### config.mk
export PLATFORM = sky130hd
export DESIGN_NAME = trap_sequencer_flat
export DESIGN_NICKNAME = d
export VERILOG_FILES = /design/src/rtl/trap_sequencer_if.sv /design/src/rtl/trap_sequencer.sv /design/src/flat_wrapper.sv
export SDC_FILE = /design/constraint.sdc
export NUM_CORES = 1
export LEC_CHECK = 0
export BUFFER_PORTS_ARGS = -buffer_cell sky130_fd_sc_hd__buf_2
export CAP_MARGIN = 5
export CORE_MARGIN = 5
export CORE_UTILIZATION = 54
export DETAILED_ROUTE_END_ITERATION = 10
export HOLD_SLACK_MARGIN = 0.02
export PLACE_DENSITY = 0.86
export SLEW_MARGIN = 20
export SYNTH_ARGS = -nofsm -noshare
export SYNTH_HDL_FRONTEND = slang
export SYNTH_SLANG_ARGS = --single-unit
### constraint.sdc
create_clock -name clk -period 6.89 [get_ports clk]
set_clock_uncertainty 0.15 [all_clocks]
set_input_delay 0.689 -clock clk [delete_from_list [all_inputs] [get_ports clk]]
set_output_delay 0.689 -clock clk [all_outputs]
set_load 0.01 [all_outputs]
### src/rtl/trap_sequencer_if.sv
// Trap/mret request bundle, fetch-redirect strobe and CSR access port of the trap sequencer.
// master = sequencer side, slave = core/CSR-file side.
interface trap_sequencer_if #(
    parameter int CSR_ADDR_W = 12
);
    logic                  trap_req;
    logic [31:0]           trap_cause;
    logic [31:0]           trap_pc;
    logic [31:0]           trap_tval;
    logic                  mret_req;
    logic                  busy;
    logic                  redirect_valid;
    logic [31:0]           redirect_pc;
    logic                  csr_r_en;
    logic                  csr_w_en;
    logic [2:0]            csr_op;
    logic [CSR_ADDR_W-1:0] csr_addr;
    logic [31:0]           csr_wdata;
    logic [31:0]           csr_rdata;

    modport master (
        input  trap_req, trap_cause, trap_pc, trap_tval, mret_req, csr_rdata,
        output busy, redirect_valid, redirect_pc,
        output csr_r_en, csr_w_en, csr_op, csr_addr, csr_wdata
    );

    modport slave (
        output trap_req, trap_cause, trap_pc, trap_tval, mret_req, csr_rdata,
        input  busy, redirect_valid, redirect_pc,
        input  csr_r_en, csr_w_en, csr_op, csr_addr, csr_wdata
    );
endinterface

### src/rtl/trap_sequencer.sv
// Sequences machine-mode trap entry (mepc/mcause/mtval/mstatus/mtvec) and mret CSR traffic.
// Latency: redirect 7 cycles after trap accept, 4 after mret accept.
// Backpressure: none; requests are only accepted in IDLE and ignored while busy.
module trap_sequencer #(
    parameter int CSR_ADDR_W = 12,
    parameter bit VEC_EN     = 1'b1
) (
    input  logic             clk,
    input  logic             rst,
    trap_sequencer_if.master bus
);
    localparam logic [CSR_ADDR_W-1:0] A_MSTATUS = CSR_ADDR_W'(12'h300);
    localparam logic [CSR_ADDR_W-1:0] A_MTVEC   = CSR_ADDR_W'(12'h305);
    localparam logic [CSR_ADDR_W-1:0] A_MEPC    = CSR_ADDR_W'(12'h341);
    localparam logic [CSR_ADDR_W-1:0] A_MCAUSE  = CSR_ADDR_W'(12'h342);
    localparam logic [CSR_ADDR_W-1:0] A_MTVAL   = CSR_ADDR_W'(12'h343);
    localparam logic [2:0]            OP_NONE   = 3'b000;
    localparam logic [2:0]            OP_WRITE  = 3'b001;

    typedef enum logic [3:0] {
        IDLE, W_MEPC, W_MCAUSE, W_MTVAL, R_MSTATUS, W_MSTATUS, R_MTVEC, R_MEPC, REDIRECT
    } state_t;

    state_t      state;
    logic        in_trap;
    logic [31:0] cause_q;
    logic [31:0] tval_q;
    logic [31:0] target_q;

    function automatic logic [31:0] trap_mstatus(input logic [31:0] ms);
        logic [31:0] r;
        r        = ms;
        r[7]     = ms[3];
        r[3]     = 1'b0;
        r[12:11] = 2'b11;
        return r;
    endfunction

    function automatic logic [31:0] mret_mstatus(input logic [31:0] ms);
        logic [31:0] r;
        r        = ms;
        r[3]     = ms[7];
        r[7]     = 1'b1;
        r[12:11] = 2'b00;
        return r;
    endfunction

    assign bus.busy = (state != IDLE);

    // CSR strobes are registered alongside the state they belong to, so they are valid for the whole state cycle.
    always_ff @(posedge clk or posedge rst) begin
        if (rst) begin
            state              <= IDLE;
            in_trap            <= 1'b0;
            cause_q            <= '0;
            tval_q             <= '0;
            target_q           <= '0;
            bus.redirect_valid <= 1'b0;
            bus.redirect_pc    <= '0;
            bus.csr_r_en       <= 1'b0;
            bus.csr_w_en       <= 1'b0;
            bus.csr_op         <= OP_NONE;
            bus.csr_addr       <= '0;
            bus.csr_wdata      <= '0;
        end else begin
            bus.redirect_valid <= 1'b0;
            bus.csr_r_en       <= 1'b0;
            bus.csr_w_en       <= 1'b0;
            bus.csr_op         <= OP_NONE;
            bus.csr_addr       <= '0;
            bus.csr_wdata      <= '0;
            case (state)
                IDLE: begin
                    if (bus.trap_req) begin
                        cause_q       <= bus.trap_cause;
                        tval_q        <= bus.trap_tval;
                        in_trap       <= 1'b1;
                        state         <= W_MEPC;
                        bus.csr_w_en  <= 1'b1;
                        bus.csr_op    <= OP_WRITE;
                        bus.csr_addr  <= A_MEPC;
                        bus.csr_wdata <= bus.trap_pc & 32'hFFFF_FFFC;
                    end else if (bus.mret_req) begin
                        in_trap      <= 1'b0;
                        state        <= R_MEPC;
                        bus.csr_r_en <= 1'b1;
                        bus.csr_addr <= A_MEPC;
                    end
                end
                W_MEPC: begin
                    state         <= W_MCAUSE;
                    bus.csr_w_en  <= 1'b1;
                    bus.csr_op    <= OP_WRITE;
                    bus.csr_addr  <= A_MCAUSE;
                    bus.csr_wdata <= cause_q;
                end
                W_MCAUSE: begin
                    state         <= W_MTVAL;
                    bus.csr_w_en  <= 1'b1;
                    bus.csr_op    <= OP_WRITE;
                    bus.csr_addr  <= A_MTVAL;
                    bus.csr_wdata <= tval_q;
                end
                W_MTVAL, R_MEPC: begin
                    if (state == R_MEPC) target_q <= bus.csr_rdata & 32'hFFFF_FFFC;
                    state        <= R_MSTATUS;
                    bus.csr_r_en <= 1'b1;
                    bus.csr_addr <= A_MSTATUS;
                end
                R_MSTATUS: begin
                    state         <= W_MSTATUS;
                    bus.csr_w_en  <= 1'b1;
                    bus.csr_op    <= OP_WRITE;
                    bus.csr_addr  <= A_MSTATUS;
                    bus.csr_wdata <= in_trap ? trap_mstatus(bus.csr_rdata)
                                             : mret_mstatus(bus.csr_rdata);
                end
                W_MSTATUS: begin
                    if (in_trap) begin
                        state        <= R_MTVEC;
                        bus.csr_r_en <= 1'b1;
                        bus.csr_addr <= A_MTVEC;
                    end else begin
                        state              <= REDIRECT;
                        bus.redirect_valid <= 1'b1;
                        bus.redirect_pc    <= target_q;
                    end
                end
                R_MTVEC: begin
                    // Vectored dispatch only for interrupts; the shifted cause wraps modulo 2^32.
                    if (VEC_EN && bus.csr_rdata[1:0] == 2'b01 && cause_q[31]) begin
                        target_q        <= (bus.csr_rdata & 32'hFFFF_FFFC) + {cause_q[29:0], 2'b00};
                        bus.redirect_pc <= (bus.csr_rdata & 32'hFFFF_FFFC) + {cause_q[29:0], 2'b00};
                    end else begin
                        target_q        <= bus.csr_rdata & 32'hFFFF_FFFC;
                        bus.redirect_pc <= bus.csr_rdata & 32'hFFFF_FFFC;
                    end
                    state              <= REDIRECT;
                    bus.redirect_valid <= 1'b1;
                end
                REDIRECT: state <= IDLE;
                default:  state <= IDLE;
            endcase
        end
    end
endmodule

### src/flat_wrapper.sv
// flat-port wrapper written by rule: the top's interface ports become plain ports
module trap_sequencer_flat 
#(
    parameter int CSR_ADDR_W = 12,
    parameter bit VEC_EN     = 1'b1
)
  (clk, rst, bus_trap_req, bus_trap_cause, bus_trap_pc, bus_trap_tval, bus_mret_req, bus_csr_rdata, bus_busy, bus_redirect_valid, bus_redirect_pc, bus_csr_r_en, bus_csr_w_en, bus_csr_op, bus_csr_addr, bus_csr_wdata);
  trap_sequencer_if #(.CSR_ADDR_W(CSR_ADDR_W)) bus_i ();
  input  logic clk;
  input  logic rst;
  input wire logic [$bits(bus_i.trap_req)-1:0] bus_trap_req;
  input wire logic [$bits(bus_i.trap_cause)-1:0] bus_trap_cause;
  input wire logic [$bits(bus_i.trap_pc)-1:0] bus_trap_pc;
  input wire logic [$bits(bus_i.trap_tval)-1:0] bus_trap_tval;
  input wire logic [$bits(bus_i.mret_req)-1:0] bus_mret_req;
  input wire logic [$bits(bus_i.csr_rdata)-1:0] bus_csr_rdata;
  output wire logic [$bits(bus_i.busy)-1:0] bus_busy;
  output wire logic [$bits(bus_i.redirect_valid)-1:0] bus_redirect_valid;
  output wire logic [$bits(bus_i.redirect_pc)-1:0] bus_redirect_pc;
  output wire logic [$bits(bus_i.csr_r_en)-1:0] bus_csr_r_en;
  output wire logic [$bits(bus_i.csr_w_en)-1:0] bus_csr_w_en;
  output wire logic [$bits(bus_i.csr_op)-1:0] bus_csr_op;
  output wire logic [$bits(bus_i.csr_addr)-1:0] bus_csr_addr;
  output wire logic [$bits(bus_i.csr_wdata)-1:0] bus_csr_wdata;
  assign bus_i.trap_req = bus_trap_req;
  assign bus_i.trap_cause = bus_trap_cause;
  assign bus_i.trap_pc = bus_trap_pc;
  assign bus_i.trap_tval = bus_trap_tval;
  assign bus_i.mret_req = bus_mret_req;
  assign bus_i.csr_rdata = bus_csr_rdata;
  assign bus_busy = bus_i.busy;
  assign bus_redirect_valid = bus_i.redirect_valid;
  assign bus_redirect_pc = bus_i.redirect_pc;
  assign bus_csr_r_en = bus_i.csr_r_en;
  assign bus_csr_w_en = bus_i.csr_w_en;
  assign bus_csr_op = bus_i.csr_op;
  assign bus_csr_addr = bus_i.csr_addr;
  assign bus_csr_wdata = bus_i.csr_wdata;
  trap_sequencer #(.CSR_ADDR_W(CSR_ADDR_W), .VEC_EN(VEC_EN)) u_core (.clk(clk), .rst(rst), .bus(bus_i));
endmodule
# Yosys cells after proc, flatten, opt, wreduce, memory -nomap -nowiden

Index checks and enable logic that the tools add are counted.

Input port bits: 132
Bits in registers: 183
Output and inout port bits: 83
Logic and storage cells: 65

Equal/unequal tests: 11
Reduce and logical (&&, ||, !) cells: 13
Mux-type cells: 28
Add/sub/neg operators: 1

Operators with widths:

| operator                                       | count |
|---|---|
| two-way mux 32 bit                             | 4 |
| case mux 32 bit (2 select lines)               | 2 |
| case mux 32 bit (4 select lines)               | 1 |
| case mux 12 bit (5 select lines)               | 1 |
| adder 32 bit                                   | 1 |
| case mux 4 bit (7 select lines)                | 1 |
| two-way mux 10 bit                             | 2 |
| == test 4 x 3 -> 1 bit (second input constant) | 4 |
| two-way mux 13 bit                             | 1 |
| two-way mux 12 bit                             | 1 |
| two-way mux 4 bit                              | 3 |
| == test 4 x 2 -> 1 bit (second input constant) | 2 |
| two-way mux 1 bit                              | 8 |
| AND reduction 2 bit                            | 4 |
| case mux 3 bit (2 select lines)                | 1 |
| nonzero test 2 bit                             | 3 |
| OR reduction 3 bit                             | 2 |
| == test 4 x 1 -> 1 bit (second input constant) | 1 |
| zero test 4 bit                                | 1 |
| case mux 1 bit (2 select lines)                | 2 |
| nonzero test 4 bit                             | 1 |
| inequality test 3 bit (second input constant)  | 1 |
| case mux 1 bit (3 select lines)                | 1 |
| == test 2 x 1 -> 1 bit (second input constant) | 1 |
| other kinds (4)                                | 4 |

# Logic depth before layout (Yosys ltp)

Gate-level depths: netlist of run 1.

Depth after elaboration: 4
Depth in mapped cells: 11
Mapped depth without buffers: 11

# Worst setup path before layout of run 1

Ideal clock, no wire load.

Kind: in2reg
From: input port bus_csr_rdata[2]
To: register u_core.target_q[28]
Library setup time: 77 ps
Required time: 6663 ps
Cell stages on the path: 11
Data arrival time: 2901 ps
Setup slack: 3762 ps
Path buffers: 0
Path through: ha_1 -> fa_1 -> a211o_1 -> a211oi_2 -> nor3_2 -> o211ai_2 -> a21oi_2 -> o41ai_2 -> xnor2_1 -> nand2_1 -> a21oi_1

Word-level cells in the longest chain between the ends: 3

RTL lines:

| item                             | line                  | source |
|---|---|---|
| start, declared                  | flat_wrapper.sv:16    | `input wire logic [$bits(bus_i.csr_rdata)-1:0] bus_csr_rdata;` |
| adder 32 bit                     | trap_sequencer.sv:132 | `target_q <= (bus.csr_rdata & 32'hFFFF_FFFC) + {cause_q[29:0], 2'b00};` |
| two-way mux 32 bit               | trap_sequencer.sv:131 | `if (VEC_EN && bus.csr_rdata[1:0] == 2'b01 && cause_q[31]) begin` |
| case mux 32 bit (2 select lines) | trap_sequencer.sv:72  | `case (state)` |
| end signal, assigned             | trap_sequencer.sv:105 | `if (state == R_MEPC) target_q <= bus.csr_rdata & 32'hFFFF_FFFC;` |
| end signal, assigned             | trap_sequencer.sv:132 |  |
| end signal, assigned             | trap_sequencer.sv:135 | `target_q <= bus.csr_rdata & 32'hFFFF_FFFC;` |
| end, declared                    | trap_sequencer.sv:28  | `logic [31:0] target_q;` |

Every way passes these cells.
A chain may end at the register's enable or synchronous reset.

# Worst setup path after layout of run 1

From: register u_core.state[3]
To: register u_core.target_q[31]

Word-level cells in the longest chain between the ends: 4
Elaborated cells between the ends (all ways): 8
Classes of those cells: eq/ne (4); mux (1); reduce/logical (3)

RTL lines:

| item                                                                                         | line                                        | source |
|---|---|---|
| start, declared                                                                              | trap_sequencer.sv:24                        | `state_t state;` |
| start signal, assigned                                                                       | trap_sequencer.sv:53                        | `state <= IDLE;` |
| start signal, assigned                                                                       | trap_sequencer.sv:78                        | `state <= W_MEPC;` |
| start signal, assigned                                                                       | trap_sequencer.sv:85                        | `state <= R_MEPC;` |
| == test 4 x 2 -> 1 bit / == test 4 x 3 -> 1 bit (equally long branches)                      | trap_sequencer.sv:72, trap_sequencer.sv:105 |  |
| OR reduction 2 bit                                                                           | trap_sequencer.sv:72                        |  |
| inequality test 2 x 1 -> 1 bit (no source line) / nonzero test 2 bit (equally long branches) | --                                          |  |
| AND reduction 2 bit (no source line)                                                         | --                                          |  |

Several ways; a longest one is shown, not always the timed one.

==> results.md, run 1 <==
* Clk pwr share at 20.9%
* TritonCTS clock tree: done
* Detailed placement HPWL at 18700 um
* Final Wtd Congestion at 0.907
* Ys Warns at 0
* Max-Cap Viols at 0
* Post-CTS Hold Fix Bufs at 0
* Post-synth top area share at 46.8%
* Height of the die at 139 um
* Yosys reg bits at 169
* Die area at 19400 um^2
* RSZ-0062 raised after global routing: no
* Critical Path End Type: flop
* Max Freq at 267 MHz
* IO buf count at 202
* CTS Buf Count at 17
* Post-synth ARST share at 100%
* Global route overflow at 0
* Vias in the first global route at 8117
* Top delay family on crit path: simple AND/OR/NAND/NOR gates
* Pre-CTS WS at 3.23 ns
* Buffers and inverters on the worst path at 0
* Root Driver: clkbuf_16
* WL per Instance at 17.8 um
* Ys flop type: dfrtp_1
* Metal2 WL at 11600 um
* Post-route setup TNS at 0 ns
* Final WL at 26200 um
* Gate power share at 44.6%
* Outcome: finished, final reports clean
* Initial Util at 54.7%
* Post-synth EDFFs at 0
* Worst rel slew slack at 25.5%
* Min cycle time layout at 3.74 ns
* Crit path launch type: flop
* Row Count at 47
* Worst-path clk slew at 0.07 ns
* Most common cell after layout, fill and taps aside: nand2_1
* Largest cells by area after synthesis: dfrtp_1, nand2_1, ha_1
* Power Internal at 2.90 mW
* Worst hold path type: in -> async
* Initial DRT Pass Iterations at 9
* Core Footprint at 16500 um^2
* Die X at 139 um
* Setup CP Type: reg -> reg
* Area growth, synth to finish at 19.0%
* Reg2Reg Setup Slack at 3.15 ns
* Critical path cell sequence: and2b_1 > and2_1 > nand2_1 > nor4b_1 > and3_1 > a311oi_1 > nand3_1
* Sink Count at 169
* Most frequent cells in the layout: nand2_1, buf_2, dfrtp_1, a21oi_1, nor2_1
* P_sw at 2.09 mW
* Reg2Reg Depth at 7
* Synthesized area at 9040 um^2
* Antenna violations before repair at 1
* # resized after CTS at 0
* Worst path slowest cell: nand2_1
* Initial DRC count at 1046
* Setup Fix Bufs, Post-CTS at 0
* Sw frac at 41.8%
* Gr usage total at 26.8%
* Slew Limit Fails at 0
* Reg2reg end: u_core.target_q[31]
* Vias per cell at 5.80
* Largest net degree at the start of global routing at 101
* Register area at 4230 um^2
* LEAKAGE at 5.57 nW
* Avg Inst Size Synth at 8.42 um^2
* Unique cell type count in the Yosys netlist at 60
* Cell count after synthesis at 1074
* H-tree Lvls at 4
* Worst Path Required at 7.10 ns
* Io pins at 215
* Antenna Nets Post-Route at 0
* Global-route wire length before repair at 42400 um
* Worst IR Drop VDD at 0.217 mV
* Arrival time worst endpoint at 3.95 ns
* Top routing layer in use: met4
* Final Hold Fails at 0
* RR Startpoint: u_core.state[3]
* M1 wire length at 11200 um
* Pwr Density at 464 nW/um^2
* Least-Margin Pin Slew at 1.12 ns
* CP max FO at 32
* Part of the Yosys area used for sequential elements at 46.8%
* CTS max path bufs at 2
* Post-route DRC at 0
* Multi-input logic area at 4450 um^2
* Yosys top cell by area: dfrtp_1
* Final period utilization at 54.3%
* CP max stage delay at 0.94 ns
* Layout cells sized above 1 at 20.9%
* WL met3 at 2880 um
* Total number of vias at 8538
* Reg power frac at 34.6%
* Skew-Pair Late Insertion Delay at 0.43 ns
* Setup-failing EPs final at 0
* Fillers at 1343
* Worst setup margin at 3.15 ns
* Layout Nets at 1399
## how the worst max path moves through the flow
stage,cells after the start,end,startpoint
finish,7,u_core.target_q[31],u_core.state[3]
global route,7,u_core.target_q[31],u_core.state[3]
CTS,7,u_core.target_q[31],u_core.state[3]
detailed placement,7,u_core.target_q[31],u_core.state[3]
global placement,7,u_core.target_q[31],u_core.state[3]
floorplan,1,u_core.bus.csr_addr[0],rst
## power groups by stage
stage / combinational, mW / clock [mW] / sequential [mW]
after CTS: 2.22 / 1.05 / 1.72
after global placement: 2.13 / 0 / 1.71
after floorplan: 1.53 / 0 / 1.74
final: 2.23 / 1.04 / 1.73
after global routing: 2.49 / 1.09 / 1.78
after detailed placement: 2.19 / 0 / 1.74
## kinds of logic after synthesis
| family | after synthesis | synth area share, % |
|---|---|---|
| simple gates | 506 | 23.5 |
| compound gates | 241 | 17.5 |
| flops | 169 | 46.8 |
| buf+inv | 94 | 4.54 |
| fa+ha+maj | 30 | 4.23 |
| xor+xnor | 22 | 2.13 |
| mux | 11 | 1.25 |
| other cells | 1 | 0.0415 |
## state kept, by name, indices dropped and copies added (netlist names)
register,flops
u_core.cause_q,32
u_core.in_trap,1
u_core.bus.redirect_pc,30
u_core.tval_q,32
u_core.bus.csr_w_en,1
u_core.bus.redirect_valid,1
u_core.bus.csr_wdata,32
u_core.bus.csr_addr,5
u_core.state,4
u_core.bus.csr_r_en,1
u_core.target_q,30
## cell usage after synthesis, types with 5 or more instances
library cell  count
o21bai_1          6
xnor2_1          10
o21a_1            5
a222oi_1         30
a211oi_1          6
xor2_1           12
nand2_1         342
nand3_1          31
nor2b_1           6
buf_2            10
o21ai_0          28
o211ai_1          5
and2_1            8
dfrtp_1         169
and3_1            9
clkbuf_1         54
o21ai_1          38
nor3_1           16
nand4_1           6
or3_1            11
nor2_1           59
inv_1            14
mux2i_1           9
buf_4            12
a21oi_1          66
a21o_1           18
ha_1             29
a31oi_1          12
## worst register-to-register path: cells and delay by family, from the launching register on
kind | cells | cell delay [ns]
AND/OR/NAND/NOR | 6 | 3.00
flip-flops | 1 | 0.46
AO/OA/AOI/OAI | 1 | 0.06
## per-layer routing
layer / vias to the layer above / GRT usage (%)
met4: 0 / 7.88
met3: 46 / 6.86
li1: 4024 / -
met2: 481 / 40.0
met1: 3987 / 38.8
met5: - / 0
## metrics by stage
step	util (%)	cells	hold WS [ns]	power [mW]	cell area [um^2]
2_1_floorplan	-	1083	0.289	3.26	9080
3_3_place_gp	61.2	1438	0.302	3.84	10100
3_5_place_dp	61.2	1438	0.308	3.93	10100
4_1_cts	65.1	1470	0.281	4.99	10800
5_1_grt	65.1	1471	0.284	5.37	10800
6_report	65.1	1471	0.276	5.00	10800
## area by class of cell
cell class | instances | area share [%]
clock inverters | 15 | 1.94
repair buffers | 214 | 10.2
clock buffers | 17 | 3.95
inverters | 15 | 0.570
multi-input cells | 820 | 41.4
well taps | 220 | 2.56
flip-flops and latches | 169 | 39.3
diodes | 1 | 0.0233
(Power assumes the default switching activity.)
==> inputs of run 2 (changes only) <==
--- a/config.mk
+++ b/config.mk
@@ -8,10 +8,10 @@
 export BUFFER_PORTS_ARGS = -buffer_cell sky130_fd_sc_hd__buf_2
 export CAP_MARGIN = 5
 export CORE_MARGIN = 5
-export CORE_UTILIZATION = 54
+export CORE_UTILIZATION = 49
 export DETAILED_ROUTE_END_ITERATION = 10
 export HOLD_SLACK_MARGIN = 0.02
-export PLACE_DENSITY = 0.86
+export PLACE_DENSITY = 0.83
 export SLEW_MARGIN = 20
 export SYNTH_ARGS = -nofsm -noshare
 export SYNTH_HDL_FRONTEND = slang
==> constraint.sdc (replaced) <==
create_clock -name clk -period 3.2 [get_ports clk]
set_clock_uncertainty 0.15 [all_clocks]
set_input_delay 0.32 -clock clk [delete_from_list [all_inputs] [get_ports clk]]
set_output_delay 0.32 -clock clk [all_outputs]
set_load 0.01 [all_outputs]
==> results.md, run 2 (synthesis gave the netlist of run 1 again) <==
* P_sw at 4.60 mW
* Final WL at 29700 um
* Clk pwr share at 19.4%
* Height of the die at 146 um
* Initial DRT Pass Iterations at 6
* Vias in the first global route at 9081
* Vias per cell at 5.77
* WL per Instance at 18.8 um
* RSZ-0062 raised after global routing: no
* Pwr Density at 926 nW/um^2
* Critical Path End Type: flop
* Slew Limit Fails at 0
* Max Freq at 334 MHz
* Worst-path clk slew at 0.07 ns
* Die X at 146 um
* Largest net degree at the start of global routing at 77
* Antenna violations before repair at 1
* Gate power share at 46.2%
* Min cycle time layout at 2.99 ns
* Antenna Nets Post-Route at 0
* Detailed placement HPWL at 19600 um
* Die area at 21300 um^2
* Io pins at 215
* Placed cell count at 1457
* Worst hold path type: in -> reg
* Setup Fix Bufs, Post-CTS at 0
* Final period utilization at 93.5%
* Area growth, synth to finish at 30.7%
* Row Count at 49
* Worst Path Required at 3.35 ns
* Fin Hold WS at 0.0338 ns
* Crit path launch type: flop
* CP max FO at 3
* Fillers at 1388
* Worst IR Drop VDD at 0.436 mV
* Post-route DRC at 0
* Regs by FF count: u_core.bus.csr_wdata x32, u_core.cause_q x32, u_core.tval_q x32
* Sw frac at 42.0%
* Outcome: finished, final reports clean
* Root Driver: clkbuf_16
* Reg power frac at 34.4%
* Final Wtd Congestion at 0.908
* Final Total Pwr at 10.9 mW
* LEAKAGE at 6.01 nW
* CTS Buf Count at 17
* Core Footprint at 18100 um^2
* TritonCTS clock tree: done
* Non-Filler Instances at 1585
* Sink Count at 169
* Reg2Reg Setup Slack at 0.21 ns
* H-tree Lvls at 4
* Total number of vias at 9139
* Arrival time worst endpoint at 3.14 ns
* Final Hold Fails at 0
* Most frequent cells in the layout: nand2_1, buf_2, dfrtp_1, dlygate4sd3_1, a21oi_1
* Global-route wire length before repair at 47800 um
* Worst rel slew slack at 42.9%
* Initial Util at 50.0%
* Setup CP Type: reg -> reg
* Most common cell after layout, fill and taps aside: nand2_1
* Max-Cap Viols at 0
* Setup-failing EPs final at 0
* IO buf count at 202
* Layout Nets at 1504
* Global route overflow at 0
* Post-route setup TNS at 0 ns
* Least-Margin Pin Slew at 0.853 ns
* Power Internal at 6.34 mW
* Initial DRC count at 1321
* Skew-Pair Late Insertion Delay at 0.42 ns
* Layout cells sized above 1 at 20.0%
* Gr usage total at 27.8%
* Fin util at 65.3%
* CTS max path bufs at 2
## run 2: final cells by class
class | instances | area (um^2) | area share (%)
diodes | 1 | 2.50 | 0.0212
inverters | 15 | 60.1 | 0.508
repair buffers | 319 | 2160 | 18.3
clock inverters | 8 | 109 | 0.921
flip-flops and latches | 169 | 4230 | 35.8
multi-input cells | 820 | 4460 | 37.8
clock buffers | 24 | 502 | 4.25
well taps | 229 | 287 | 2.42
## run 2: power groups by stage
stage	clock network [mW]	logic [mW]	registers, mW
6_report	2.12	5.05	3.76
5_1_grt	2.24	5.61	3.87
2_1_floorplan	0	3.29	3.74
4_1_cts	2.14	4.94	3.73
3_5_place_dp	0	4.82	3.76
3_3_place_gp	0	4.69	3.70
## run 2: path summary, 6_finish.rpt
check | startpoint | to | cells past startpoint
setup / recovery | u_core.cause_q[0] | u_core.target_q[18] | 11
hold / removal | bus_csr_rdata[0] | u_core.bus.csr_wdata[0] | 3
setup reg to reg | u_core.cause_q[0] | u_core.target_q[18] | 11
hold reg to reg | u_core.tval_q[0] | u_core.bus.csr_wdata[0] | 2
max in group asynchronous | rst | u_core.bus.csr_wdata[26] | 4
min in group asynchronous | rst | u_core.state[1] | 3
## run 2: timing repair
action / CTS / global route
hold buffers: 95 / 0
resized for setup: 0 / 2
endpoints found under the setup margin: 0 / 4
endpoints found under the hold margin: 124 / 0
## run 2: metrics by stage
| step | instance area, um^2 | setup WS, ns |
|---|---|---|
| after CTS | 11800 | 0.139 |
| after floorplan | 9080 | 0.390 |
| after global routing | 11800 | 0.0324 |
| after detailed placement | 10200 | 0.0968 |
| final | 11800 | 0.208 |
| after global placement | 10200 | 0.121 |
## run 2: per-layer routing
layer	share of wire, %	track usage [%]	vias to the layer above
li1	-	-	4238
met1	41	37.9	4261
met2	46	43.2	533
met3	8.9	5.76	107
met4	3.7	12.2	0
met5	0	0	-
## run 2: worst max-delay path: stages, from the launching register on
cell and delay [ns]:
dfrtp_1 0.42, ha_1 0.23, fa_2 0.37, a211o_1 0.33, a211oi_2 0.29, nor3_2 0.10
o21ai_1 0.22, o21ai_1 0.14, xnor2_1 0.18, nor2_1 0.08, a211oi_2 0.26, nor3_1 0.09
